### src/rtl/mproc_loader.sv
// mproc_loader: streams instruction words into the mproc program RAM,
// reads them back to verify an additive checksum, and holds mproc in
// reset until a verified load has completed.
module mproc_loader #(
  parameter int ADDR_W = 7,
  parameter int DATA_W = 16,
  parameter int DEPTH  = 128
) (
  input  logic              clk,
  input  logic              reset,
  input  logic              start,
  input  logic [7:0]        len,
  input  logic              in_valid,
  input  logic [DATA_W-1:0] in_data,
  output logic              in_ready,
  output logic              mem_wr,
  output logic [ADDR_W-1:0] mem_addr,
  output logic [DATA_W-1:0] mem_din,
  input  logic [DATA_W-1:0] mem_dout,
  output logic              cpu_reset,
  output logic              busy,
  output logic              done,
  output logic              error,
  output logic [DATA_W-1:0] checksum
);

  typedef enum logic [1:0] {
    IDLE   = 2'd0,
    WRITE  = 2'd1,
    VERIFY = 2'd2,
    DONE   = 2'd3
  } state_t;

  localparam logic [8:0] DEPTH_L = 9'(DEPTH);

  state_t            state;
  logic [7:0]        len_r;
  logic [7:0]        wcnt;
  logic [7:0]        rcnt;
  logic [DATA_W-1:0] rsum;
  logic [DATA_W-1:0] rsum_final;
  logic              len_ok;

  // A legal load covers at least one word and never more than the RAM holds.
  assign len_ok = (len != 8'd0) && ({1'b0, len} <= DEPTH_L);

  // The last readback word arrives on the final VERIFY cycle and is folded in here.
  assign rsum_final = rsum + mem_dout;

  // The handshake and busy flag decode the state directly so that a word is accepted every WRITE cycle.
  assign in_ready = (state == WRITE);
  assign busy     = (state == WRITE) || (state == VERIFY);

  // Load sequencer: WRITE takes one word per cycle; VERIFY spends one cycle letting the
  // final write land, then issues len reads and compares once the last read data returns.
  always_ff @(posedge clk) begin
    if (reset) begin
      state     <= IDLE;
      len_r     <= 8'd0;
      wcnt      <= 8'd0;
      rcnt      <= 8'd0;
      rsum      <= '0;
      checksum  <= '0;
      mem_wr    <= 1'b0;
      mem_addr  <= '0;
      mem_din   <= '0;
      cpu_reset <= 1'b1;
      done      <= 1'b0;
      error     <= 1'b0;
    end else begin
      case (state)
        IDLE, DONE: begin
          mem_wr <= 1'b0;
          if (start) begin
            cpu_reset <= 1'b1;
            done      <= 1'b0;
            if (len_ok) begin
              len_r    <= len;
              wcnt     <= 8'd0;
              rcnt     <= 8'd0;
              rsum     <= '0;
              checksum <= '0;
              error    <= 1'b0;
              state    <= WRITE;
            end else begin
              error <= 1'b1;
              state <= IDLE;
            end
          end
        end

        WRITE: begin
          if (in_valid) begin
            mem_wr   <= 1'b1;
            mem_addr <= wcnt[ADDR_W-1:0];
            mem_din  <= in_data;
            checksum <= checksum + in_data;
            wcnt     <= wcnt + 8'd1;
            if (wcnt == len_r - 8'd1) begin
              state <= VERIFY;
            end
          end else begin
            mem_wr <= 1'b0;
          end
        end

        VERIFY: begin
          mem_wr <= 1'b0;
          rcnt   <= rcnt + 8'd1;
          if (rcnt == 8'd0) begin
            mem_addr <= '0;
          end else if (rcnt < len_r) begin
            mem_addr <= rcnt[ADDR_W-1:0];
          end
          if (rcnt >= 8'd2) begin
            rsum <= rsum_final;
          end
          if (rcnt == len_r + 8'd1) begin
            if (rsum_final == checksum) begin
              done      <= 1'b1;
              cpu_reset <= 1'b0;
              state     <= DONE;
            end else begin
              error     <= 1'b1;
              cpu_reset <= 1'b1;
              state     <= IDLE;
            end
          end
        end

        default: begin
          state <= IDLE;
        end
      endcase
    end
  end

endmodule
### config.mk
export PLATFORM = sky130hd
export DESIGN_NAME = mproc_loader
export DESIGN_NICKNAME = d
export VERILOG_FILES = /design/src/rtl/mproc_loader.sv
export SDC_FILE = /design/constraint.sdc
export NUM_CORES = 1
export LEC_CHECK = 0
export ABC_AREA = 1
export CAP_MARGIN = 30
export CORE_MARGIN = 2
export CORE_UTILIZATION = 35
export CTS_CLUSTER_DIAMETER = 80
export DETAILED_ROUTE_END_ITERATION = 6
export PLACE_DENSITY_LB_ADDON = 0.25
export SKIP_CTS_REPAIR_TIMING = 1
export SLEW_MARGIN = 20
export SYNTH_ARGS = -nofsm -noshare
export SYNTH_HDL_FRONTEND = slang
export SYNTH_SLANG_ARGS = --single-unit
### constraint.sdc
create_clock -name clk -period 2.4 [get_ports clk]
set_input_delay 0.36 -clock clk [delete_from_list [all_inputs] [get_ports clk]]
set_output_delay 0.36 -clock clk [all_outputs]
set_load 0.03 [all_outputs]
==> load_flow_metrics.sql <==
INSERT INTO impl_metrics (metric_group, metric, value, unit) VALUES
('global_routing', 'via_count_of_the_first_global_routing_pass', '5954', ''),
('floorplanning', 'ios', '89', ''),
('cells_and_area', 'postLayoutCoreUtil', '0.488', ''),
('global_routing', 'grt.total_usage', '0.198', ''),
('worst_setup_path', 'kind_of_start_point_of_the_critical_path', 'input port', ''),
('synth', 'netlist-cell-type-count', '42', ''),
('sta', 'timing.fmax', '445', 'MHz'),
('worst_setup_path', 'reg_to_reg_startpoint', 'rsum[0]$_SDFFE_PP0P_', ''),
('placed_design', 'portBuffers', '88', ''),
('sta', 'rsz0062_at_grt', 'true', ''),
('worst_setup_path', 'ff2ff_path_depth', '13', ''),
('synth', 'synth_cells', '948', ''),
('cells_and_area', 'antenna_fix_cells', '0', ''),
('synth', 'synth.top_cell.area_share', '0.274', ''),
('synth', 'yosys-top-cells-area', 'sky130_fd_sc_hd__dfxtp_1 27%, sky130_fd_sc_hd__nand2_1 15%, sky130_fd_sc_hd__ha_1 9.3%', ''),
('clocking', 'ctsHtreeMaxLevel', '3', ''),
('power_and_ir_drop', 'max-vdd-ir-drop', '0.520', 'mV'),
('cells_and_area', 'combined_area_of_the_multi_input_logic_cells', '0.00416', 'mm2'),
('global_routing', 'remaining_overflow_grt', '0', ''),
('detailed_routing', 'routed_wire_length_per_instance', '13.6', 'um'),
('sta', 'setup_violations', '0', ''),
('worst_setup_path', 'r2r_end', 'state[0]$_SDFFE_PP0P_', ''),
('placed_design', 'hpwl', '14.1', 'mm'),
('synth', 'dominant_combinational_cell_family_by_area_after_synthesis', 'simple AND/OR/NAND/NOR gates', ''),
('sta', 'tightestPinTransition', '0.524', 'ns'),
('worst_hold_path', 'number_of_cells_on_the_worst_hold_path', '2', ''),
('floorplanning', 'die_h', '137', 'um'),
('detailed_routing', 'drtIter0Drc', '238', ''),
('detailed_routing', 'vias_after_detailed_routing', '6428', ''),
('worst_setup_path', 'worst-endpoint-arrival', '2.48', 'ns'),
('synth', 'synth_enable_flop_cells', '0', ''),
('synth', 'syn_area', '0.00620', 'mm2'),
('placed_design', 'place.gp.congestion', '0.874', ''),
('worst_hold_path', 'hold_start', 'rsum[0]$_SDFFE_PP0P_', ''),
('global_routing', 'groute.layer.met2.usage', '0.349', ''),
('synth', 'synth.yosys.warnings', '0', ''),
('synth', 'synth.cells.most_frequent', '252 x sky130_fd_sc_hd__nand2_1, 115 x sky130_fd_sc_hd__inv_1, 96 x sky130_fd_sc_hd__nor2_1', ''),
('synth', 'synth-async-reset-ratio', '0', ''),
('cells_and_area', 'final_cells', '1338', ''),
('floorplanning', 'initial_utilization', '0.359', ''),
('global_routing', 'antenna_found_initial', '0', ''),
('synth', 'synth.area.mux_share', '0', ''),
('global_routing', 'grt_start_max_net_pins', '44', ''),
('worst_setup_path', 'setup.reg_to_reg.worst_slack', '0.17', 'ns'),
('clocking', 'cts_root_buf', 'sky130_fd_sc_hd__clkbuf_16', ''),
('worst_setup_path', 'required', '2.63', 'ns'),
('cells_and_area', 'register_area', '0.00170', 'mm2'),
('clocking', 'cts.sink_count', '85', ''),
('sta', 'final_hold_slack', '0.468', 'ns'),
('detailed_routing', 'postRouteWirelength', '18.2', 'mm'),
('detailed_routing', 'routed_via_density', '4.80', ''),
('global_routing', 'first_pass_grt_wire_length', '29.2', 'mm'),
('synth', 'post_synth_and_or_nand_nor_area_fraction', '0.338', ''),
('detailed_routing', 'drtPass1Iterations', '5', ''),
('worst_hold_path', 'hold_path_class', 'flop to flop', ''),
('synth', 'post_synth_fa_ha_maj_area_fraction', '0.0993', ''),
('placed_design', 'numPlacedInstances', '1319', ''),
('power_and_ir_drop', 'leakagePower', '3.74', 'nW'),
('clocking', 'clkSlewWorstSetupHoldPaths', '0.07', 'ns'),
('sta', 'finalCriticalPeriod', '2.25', 'ns'),
('synth', 'synth.avg_cell_area', '6.54', 'um2'),
('synth', 'synth_flop_cell', 'sky130_fd_sc_hd__dfxtp_1', ''),
('sta', 'aggregate_negative_setup_slack', '0', 'ns'),
('cells_and_area', 'area_growth', '36.0', '%'),
('synth', 'synth-seq-cells', '85', ''),
('run_status', 'status', 'completed', ''),
('cells_and_area', 'design.final.nets', '1200', ''),
('run', 'cap_viol_max_count', '0', ''),
('global_routing', 'grt.met1_usage', '0.248', ''),
('synth', 'yosys.cell_count.top_type', 'sky130_fd_sc_hd__nand2_1', ''),
('sta', 'period_share', '0.937', '');
critical path, cell delays in order:
cell and delay [ns]:
sky130_fd_sc_hd__clkdlybuf4s50_1 0.44, sky130_fd_sc_hd__ha_2 0.21, sky130_fd_sc_hd__fa_2 0.34, sky130_fd_sc_hd__nand3_1 0.07, sky130_fd_sc_hd__nand2_1 0.06, sky130_fd_sc_hd__nand2_1 0.07, sky130_fd_sc_hd__nand2_1 0.07, sky130_fd_sc_hd__a21oi_2 0.21
sky130_fd_sc_hd__o21bai_2 0.10, sky130_fd_sc_hd__nand3_1 0.07, sky130_fd_sc_hd__nand2_1 0.06, sky130_fd_sc_hd__or2_2 0.27, sky130_fd_sc_hd__nand3_1 0.08, sky130_fd_sc_hd__a21oi_1 0.05
power by group:
group | leakage, nW | internal [mW] | switching (mW)
registers | 0.691 | 1.61 | 0.176
clock network | 0.142 | 0.811 | 0.649
logic | 2.90 | 1.15 | 1.63
total | 3.74 | 3.58 | 2.46
cell families after synthesis:
family          Yosys count
simple gates            484
compound gates          147
buf+inv                 142
flops                    85
fa+ha+maj                48
xor+xnor                 42
placed cells by master (no fill, tap or decap), drive strengths merged, types with 44 or more instances in the layout:
master         instances
ha                    46
nor2                 102
dfxtp                 85
inv                  120
nand3                 80
a21oi                 79
nand2                260
buf                   86
o21ai                 44
clkdlybuf4s50         80
flip-flops by register name, indices dropped and copies added (netlist names):
| signal | flops |
|---|---|
| checksum | 16 |
| mem_din | 16 |
| rsum | 16 |
| len_r | 8 |
| rcnt | 8 |
| wcnt | 8 |
| mem_addr | 7 |
| state | 2 |
| cpu_reset | 1 |
| done | 1 |
| error | 1 |
| mem_wr | 1 |
routing by layer:
layer	part of all wire	vias to the layer above
li1	-	3407
met5	0	-
met1	0.47	2889
met2	0.49	112
met3	0.032	20
met4	0.014	0
cell type report:
class,instances,area share
Inverter,118,0.0525
Timing Repair Buffer,173,0.183
Sequential cell,85,0.202
Clock buffer,9,0.0267
Tap cell,225,0.0334
Clock inverter,7,0.00861
Multi-Input combinational cell,721,0.494
worst max-delay path by stage:
stage,cells past startpoint,end
3_3_place_gp,18,done$_SDFFE_PP0P_
5_1_grt,17,done$_SDFFE_PP0P_
3_5_place_dp,18,done$_SDFFE_PP0P_
2_1_floorplan,13,checksum[12]$_SDFFE_PP0P_
4_1_cts,18,done$_SDFFE_PP0P_
6_report,14,checksum[12]$_SDFFE_PP0P_
per-stage QoR:
| step | setup slack, ns | instance area (um2) | total power, mW |
|---|---|---|---|
| final | 0.151 | 8430 | 6.03 |
| after global routing | -0.0465 | 8430 | 6.46 |
| after CTS | -0.130 | 8150 | 6.01 |
| after detailed placement | -0.487 | 7860 | 4.53 |
| after global placement | -0.439 | 7860 | 4.52 |
| after floorplan | 0.0900 | 6200 | 3.55 |
Power figures use the tool's default switching activity.
